[src/rtl/video_timing_gen.sv]
// Parametrised raster timing generator: hcnt/vcnt counters with registered blank, sync and
// line/frame-start decodes. Define VTIM_CLKEN_EN to add the pix_ce pixel clock-enable input.
module video_timing_gen #(
  parameter int HW           = 9,
  parameter int VW           = 9,
  parameter int H_TOTAL      = 455,
  parameter int H_BLANK_END  = 80,
  parameter int H_SYNC_START = 32,
  parameter int H_SYNC_END   = 64,
  parameter int V_TOTAL      = 262,
  parameter int V_BLANK_END  = 16,
  parameter int V_SYNC_START = 4,
  parameter int V_SYNC_END   = 8,
  parameter int SYNC_POL     = 1
) (
  input  logic          clk,
  input  logic          reset,
`ifdef VTIM_CLKEN_EN
  input  logic          pix_ce,
`endif
  output logic [HW-1:0] hcnt,
  output logic [VW-1:0] vcnt,
  output logic          hreset,
  output logic          vreset,
  output logic          hblank,
  output logic          vblank,
  output logic          blank,
  output logic          hsync,
  output logic          vsync
);

  localparam logic [HW-1:0] H_LAST = HW'(H_TOTAL - 1);
  localparam logic [HW-1:0] H_BE   = HW'(H_BLANK_END);
  localparam logic [HW-1:0] H_SS   = HW'(H_SYNC_START);
  localparam logic [HW-1:0] H_SE   = HW'(H_SYNC_END);
  localparam logic [VW-1:0] V_LAST = VW'(V_TOTAL - 1);
  localparam logic [VW-1:0] V_BE   = VW'(V_BLANK_END);
  localparam logic [VW-1:0] V_SS   = VW'(V_SYNC_START);
  localparam logic [VW-1:0] V_SE   = VW'(V_SYNC_END);
  // Wire level of hsync/vsync while the sync interval is not active.
  localparam logic SYNC_IDLE = (SYNC_POL == 0);

  if (!(H_TOTAL <= 2**HW && V_TOTAL <= 2**VW)) begin : g_bad_width
    $error("video_timing_gen: H_TOTAL/V_TOTAL do not fit in HW/VW");
  end
  if (!(H_SYNC_START < H_SYNC_END && H_SYNC_END <= H_BLANK_END && H_BLANK_END < H_TOTAL))
  begin : g_bad_h
    $error("video_timing_gen: horizontal timing must satisfy SYNC_START<SYNC_END<=BLANK_END<TOTAL");
  end
  if (!(V_SYNC_START < V_SYNC_END && V_SYNC_END <= V_BLANK_END && V_BLANK_END < V_TOTAL))
  begin : g_bad_v
    $error("video_timing_gen: vertical timing must satisfy SYNC_START<SYNC_END<=BLANK_END<TOTAL");
  end

  logic advance;
`ifdef VTIM_CLKEN_EN
  assign advance = pix_ce;
`else
  assign advance = 1'b1;
`endif

  logic [HW-1:0] hcnt_q, hcnt_d;
  logic [VW-1:0] vcnt_q, vcnt_d;
  logic hreset_q, hreset_d, vreset_q, vreset_d;
  logic hblank_q, hblank_d, vblank_q, vblank_d, blank_q, blank_d;
  logic hsync_q, hsync_d, vsync_q, vsync_d;

  always_comb begin
    // NOTE: every _d starts as its _q, so a disabled edge holds all state and no latch is inferred.
    hcnt_d   = hcnt_q;
    vcnt_d   = vcnt_q;
    hreset_d = hreset_q;
    vreset_d = vreset_q;
    hblank_d = hblank_q;
    vblank_d = vblank_q;
    blank_d  = blank_q;
    hsync_d  = hsync_q;
    vsync_d  = vsync_q;
    if (advance) begin
      // NOTE: blocking assignments here let the decodes below read the freshly computed next counts.
      hcnt_d = (hcnt_q == H_LAST) ? '0 : hcnt_q + HW'(1);
      if (hcnt_q == H_LAST) begin
        vcnt_d = (vcnt_q == V_LAST) ? '0 : vcnt_q + VW'(1);
      end
      // Decoding next-state counts keeps every flag aligned with the count it describes.
      hreset_d = (hcnt_d == '0);
      vreset_d = (hcnt_d == '0) && (vcnt_d == '0);
      hblank_d = (hcnt_d < H_BE);
      vblank_d = (vcnt_d < V_BE);
      blank_d  = hblank_d | vblank_d;
      hsync_d  = ((hcnt_d >= H_SS) && (hcnt_d < H_SE)) ? ~SYNC_IDLE : SYNC_IDLE;
      vsync_d  = ((vcnt_d >= V_SS) && (vcnt_d < V_SE)) ? ~SYNC_IDLE : SYNC_IDLE;
    end
  end

  // NOTE: sequential state uses non-blocking assignments; reset forces blanking with syncs idle.
  always_ff @(posedge clk or posedge reset) begin
    if (reset) begin
      hcnt_q   <= '0;
      vcnt_q   <= '0;
      hreset_q <= 1'b0;
      vreset_q <= 1'b0;
      hblank_q <= 1'b1;
      vblank_q <= 1'b1;
      blank_q  <= 1'b1;
      hsync_q  <= SYNC_IDLE;
      vsync_q  <= SYNC_IDLE;
    end else begin
      hcnt_q   <= hcnt_d;
      vcnt_q   <= vcnt_d;
      hreset_q <= hreset_d;
      vreset_q <= vreset_d;
      hblank_q <= hblank_d;
      vblank_q <= vblank_d;
      blank_q  <= blank_d;
      hsync_q  <= hsync_d;
      vsync_q  <= vsync_d;
    end
  end

  assign hcnt   = hcnt_q;
  assign vcnt   = vcnt_q;
  assign hreset = hreset_q;
  assign vreset = vreset_q;
  assign hblank = hblank_q;
  assign vblank = vblank_q;
  assign blank  = blank_q;
  assign hsync  = hsync_q;
  assign vsync  = vsync_q;

endmodule

[config.mk]
export PLATFORM = sky130hd
export DESIGN_NAME = video_timing_gen
export DESIGN_NICKNAME = d
export VERILOG_FILES = /design/src/rtl/video_timing_gen.sv
export SDC_FILE = /design/constraint.sdc
export NUM_CORES = 1
export LEC_CHECK = 0
export ABC_AREA = 1
export CAP_MARGIN = 10
export CORE_MARGIN = 5
export CORE_UTILIZATION = 30
export CTS_CLUSTER_SIZE = 28
export DETAILED_ROUTE_END_ITERATION = 7
export SYNTH_ARGS = -nofsm -noshare
export SYNTH_HDL_FRONTEND = slang
export SYNTH_SLANG_ARGS = --single-unit
[constraint.sdc]
create_clock -name clk -period 2.2 [get_ports clk]
set_clock_uncertainty 0.05 [all_clocks]
set_input_delay 0.33 -clock clk [delete_from_list [all_inputs] [get_ports clk]]
set_output_delay 0.33 -clock clk [all_outputs]
set_load 0.05 [all_outputs]
==> impl_metrics.json <==
{
  "status": "complete, no violations",
  "dr_total_vias": 1202,
  "cp.required_ns": 1.82,
  "regArea_um2": 629,
  "synthTopCellsByArea": "dfrtp_1 (39%), nand2_1 (12%), inv_1 (8.7%), nand3_1 (6.0%), dfstp_2 (5.6%)",
  "timing.rr.start": "hcnt[0]",
  "setup_violations": 0,
  "worstSetupEndpointType": "output pin",
  "critPathSlowestCell": "clkdlybuf4s50_1",
  "holdBufCountCts": 0,
  "cts_tree": "yes",
  "drcViolationCount": 0,
  "ys_warn_count": 0,
  "grt_first_pass_wirelength_um": 5330,
  "syn_area_um2": 1420,
  "htreeDepth": 1,
  "synth_cell_type_count": 27,
  "drt_wl_total_um": 2940,
  "insertion_delay_ns": 0.26,
  "dp_hpwl_um": 2290,
  "whs_ns": 0.347,
  "drt_iter0_drc": 40,
  "critical_path.startpoint": "hcnt[2]",
  "cts-root-buf": "clkbuf_8",
  "rsz0062_at_grt": "no",
  "synth_top_area_cell": "dfrtp_1",
  "tns_ns": 0,
  "yosysSeqAreaShare_pct": 44.4,
  "power_density_nw_per_um2": 414,
  "cts_resized": 0,
  "clock_path_buffers": 2,
  "crit_type": "register to output pin",
  "die_height_um": 78.7,
  "wl_met1_um": 1500,
  "top_layer": "met4",
  "fp.dieW_um": 78.7,
  "place_congestion": 0.784,
  "ys_ff_latch": 25,
  "path_delay_family": "buffers and inverters",
  "worstPathCellList": "clkdlybuf4s50_1",
  "fill_cells": 496,
  "track_usage_pct": 10.5,
  "startpoint_type": "register",
  "multi_input_area_um2": 629,
  "synth.avg_cell_area_um2": 7.70,
  "grt_pass1_vias": 1169,
  "synth_fp_nets": 190,
  "post-place-ws_ns": 0.309,
  "mostFrequentLayoutCell": "nand2_1",
  "tightest_slew_ns": 0.497,
  "fin_crit_ns": 1.99,
  "synth_edf_count": 0,
  "worst-path-max-fanout": 8,
  "max_freq_ghz": 0.502,
  "cts_made_buffers": 3,
  "crit_arrival_ns": 1.61,
  "cts_setup_buffers": 0,
  "vias_per_cell": 4.50,
  "slew_headroom_pct": 66.7,
  "synthArstFlopShare_pct": 100,
  "p_leak_nw": 0.934,
  "layout-drive-gt1-share_pct": 13.1,
  "drt_first_pass_iters": 4,
  "synth_top_area_share_pct": 38.8,
  "final_cell_mix": "nand2_1 (44), inv_1 (33), clkdlybuf4s50_1 (26)",
  "wl_per_cell_um": 11.0,
  "path_clk_slew_ns": 0.09,
  "ir_drop_mv": 0.198,
  "netlist_instances": 184,
  "num_rows": 25,
  "numPortBuffers": 26,
  "period_share_pct": 90.6,
  "hold_viol_final": 0,
  "fin_ws_ns": 0.206,
  "ant_nets": 0,
  "maxCapViolations": 0,
  "hp-class": "primary input to asynchronous set/reset pin",
  "grt_max_degree": 26,
  "final_nets": 220,
  "wl_met2_um": 1300,
  "ios": 27,
  "ys.flop_type": "dfrtp_1",
  "initial_utilization_pct": 30.4,
  "n_antenna_cell": 0,
  "dieArea_um2": 6200,
  "wl_met3_um": 123,
  "clock-sinks": 25,
  "synthToLayoutAreaGrowth_pct": 25.8,
  "core_um2": 4660,
  "max_stage_delay_ns": 0.86,
  "grt_overflow": 0,
  "crit_buf_inv": 1,
  "antenna_found_initial": 0,
  "slew_viol_final": 0
}
-- kinds of logic (layout without fill, tap and decap cells) --
group	Yosys count	count (layout)	synth area share, %
XOR/XNOR	2	2	1.24
AO/OA/AOI/OAI	11	11	4.32
AND/OR/NAND/NOR	103	103	35.3
adder cells (fa/ha/maj)	4	4	3.53
flip-flops	25	25	44.4
buffers and inverters	39	68	11.2
-- power by group --
group	switching, mW	internal (mW)	total (mW)	leakage, nW
sequential	0	0.459	0.459	0.319
clock	0.140	0.128	0.268	0.0217
combinational	0.00865	0.00284	0.0115	0.593
-- sequential cells by signal, summed over array words and instances, names as in the netlist --
| register | flops |
|---|---|
| hcnt | 9 |
| vcnt | 9 |
| blank | 1 |
| hblank | 1 |
| hreset | 1 |
| hsync | 1 |
| vblank | 1 |
| vreset | 1 |
| vsync | 1 |
-- through the flow --
stage | instances | utilization (%) | area [um2] | power, mW
global placement | 263 | 37.2 | 1730 | 0.481
global route | 267 | 38.3 | 1780 | 0.783
finish | 267 | 38.3 | 1780 | 0.739
CTS | 267 | 38.3 | 1780 | 0.758
detailed placement | 263 | 37.2 | 1730 | 0.481
floorplan | 184 | - | 1420 | 0.475
-- final timing paths --
check | end | slack, ns | cells past startpoint
max | hcnt[2] | 0.21 | 1
min | vcnt[1] | 0.35 | 3
max reg2reg | vreset | 0.30 | 10
min reg2reg | vcnt[6] | 0.58 | 2
max in group asynchronous | hblank | 1.46 | 3
min in group clk | vcnt[6] | 0.58 | 2
-- metal layers --
metal	vias to the layer above	global-route usage (%)
met1	553	15.2
met2	26	16.5
met5	-	0
li1	621	-
met3	2	1.59
met4	0	2.62
-- synthesized netlist by cell type, types with 2 or more instances --
cell type,number
nand2_1,44
inv_2,3
inv_1,33
nor2_1,21
o21ai_1,2
nor3_1,2
nand3_1,17
nor2_2,6
nand4_1,3
o21ai_0,6
dfrtp_1,22
nor2_4,2
ha_1,4
dfstp_2,3
nand2_4,2
nand3_2,3
-- layout make-up --
| cell class | count | share of cell area (%) |
|---|---|---|
| Clock buffer | 3 | 2.32 |
| Clock inverter | 1 | 0.421 |
| Inverter | 37 | 7.86 |
| Multi-Input combinational cell | 120 | 35.3 |
| Sequential cell | 25 | 35.3 |
| Tap cell | 54 | 3.79 |
| Timing Repair Buffer | 27 | 15.0 |
No activity file was read; power rests on OpenSTA's default activity.
==> edit (same settings) <==
Build with the macro `VTIM_CLKEN_EN` defined.
--- a/src/rtl/video_timing_gen.sv
+++ b/src/rtl/video_timing_gen.sv
@@ -1,5 +1,7 @@
 // Parametrised raster timing generator: hcnt/vcnt counters with registered blank, sync and
 // line/frame-start decodes. Define VTIM_CLKEN_EN to add the pix_ce pixel clock-enable input.
+`define VTIM_CLKEN_EN
+
 module video_timing_gen #(
   parameter int HW           = 9,
   parameter int VW           = 9,
Interface: changed (added pix_ce); port bits go from 27 to 28. The function was not compared with the original's and may differ.
==> edit against the unedited design <==
  * Area after synthesis is 17% higher
  * Wire length is 40% higher
  * Die area is 15% higher
  * Sequential cell count stayed put
  * Fmax is 3.8% lower
  * Cell area is 16% higher
  * Setup slack worse by 0.080 ns
  * Core utilization is 0.14 points lower
  * Global-route usage is 2.1 points higher
  * Critical path type unchanged
  * Critical endpoint unchanged
Power is not compared: it rests on default switching activity, and its combinational part moved more than twofold at a synthesized area within 25%.
==> edit: results (changes against the unedited design) <==
Worst setup path
  – CP max stage cell: clkdlybuf4s50_1
  – CP max FO: 9 (+1)
  – R2R cell count: 12 (+2)

Pwr
  – Int Pwr: 1.00 mW
  – Comb power frac: between 40% and 50%
  – Sequential share of power: around 36%

STA
  – Least-Margin Pin Slew: 0.517 ns (+0.0197 ns)

Synthesis
  – Synth Net Count: 248 (+31%)
  – Yosys cell types: 27 (unchanged)
  – Register area share after synthesis: 37.9% (-6.5 points)
  – Avg Inst Size Synth: 6.88 um2 (-11%)
  – Synth area leaders: dfrtp_1 33%, nand2_1 18%, nand3_1 6.9%
  – Top post-synthesis cells by count: 79 x nand2_1, 27 x inv_1, 26 x nor2_1

Placement
  – Dpl ws: 0.311 ns (+0.00243 ns)
  – Post-DP HPWL: 3210 um (+40%)
  – Placed cell area: 0.00202 mm2 (+17%)
  – Routability congestion estimate: 0.838 (+6.8%)
  – Port Buffers: 27 (+3.8%)

Detailed routing
  – Vias per cell: 4.62 (+2.5%)
  – Final WL: 4120 um (+40%)
  – Routed WL per cell: 12.0 um (+9.1%)
  – Initial DRC Count: 73 (+83%)

Global route
  – Initial antenna violation count: 0 (unchanged)
  – Vias in the first global route: 1,567 (+34%)
  – Total GRT Usage: 12.6% (+2.1 points)
  – First-pass GRT wire length: 7310 um (+37%)

Cells and area
  – Fillcell total: 576 (+16%)
  – Layout cells sized above 1: 10.7% (-2.4 points)
  – Final Core Density: 38.1% (-0.14 points)
  – Post-layout nets: 279 (+27%)

Clocking
  – Post-CTS setup buffer count: 0 (unchanged)
  – Root Driver: clkbuf_8
  – Clk_lat worst skew: 0.29 ns (+0.03 ns)
  – Clock slew at reported path FFs: around 0.1 ns
  – Depth of the CTS H-tree: 1 (unchanged)

Run status
  – Outcome: finished clean
edit: changes by cell type in the layout (fill, tap and decap cells not counted), moves of 2 or more:
cell / unedited run / this run
nand2_2: 1 / 4
nand2_1: 44 / 79
nand3_1: 17 / 23
buf_4: 1 / 4
a21oi_1: 1 / 3
nand3_2: 3 / 1
nor2_2: 6 / 3
nor2_1: 21 / 26
o21ai_0: 6 / 16
inv_1: 33 / 27
nand4_1: 3 / 8
nor2_4: 2 / 4
edit: logic make-up (layout without fill, tap and decap cells):
family | Yosys count | in the layout | synth area share [%]
AND/OR/NAND/NOR | 151 | 151 | 41.9
buffers and inverters | 36 | 66 | 8.60
flip-flops | 25 | 25 | 37.9
AO/OA/AOI/OAI | 24 | 24 | 8.07
adder cells (fa/ha/maj) | 4 | 4 | 3.02
XOR/XNOR | 1 | 1 | 0.528
edit: layout make-up:
class	count	area share [%]
sequential	25	30.4
multi-input combinational	180	42.8
clock inverter	1	0.422
timing repair buffer	31	14.5
inverter	31	5.61
tap	72	4.35
clock buffer	3	1.99
edit: path summary, 6_finish.rpt:
path / from / slack (ns) / end
max: hcnt[2]$_DFFE_PP0P_ / 0.13 / hcnt[2]
min: reset / 0.33 / hcnt[6]$_DFFE_PP0P_
max reg2reg: hcnt[0]$_DFFE_PP0P_ / 0.29 / blank$_DFFE_PP1P_
min reg2reg: vblank$_DFFE_PP1P_ / 0.42 / vblank$_DFFE_PP1P_
max in group asynchronous: reset / 1.48 / vblank$_DFFE_PP1P_
min in group clk: vblank$_DFFE_PP1P_ / 0.42 / vblank$_DFFE_PP1P_
edit: metal layers:
layer / track usage, % / vias up / routed length (um)
met2: 19.5 / 33 / 1900
met5: 0 / - / 0
met3: 2.94 / 7 / 202
met4: 5.18 / 0 / 72
li1: - / 823 / -
met1: 17.0 / 720 / 1950
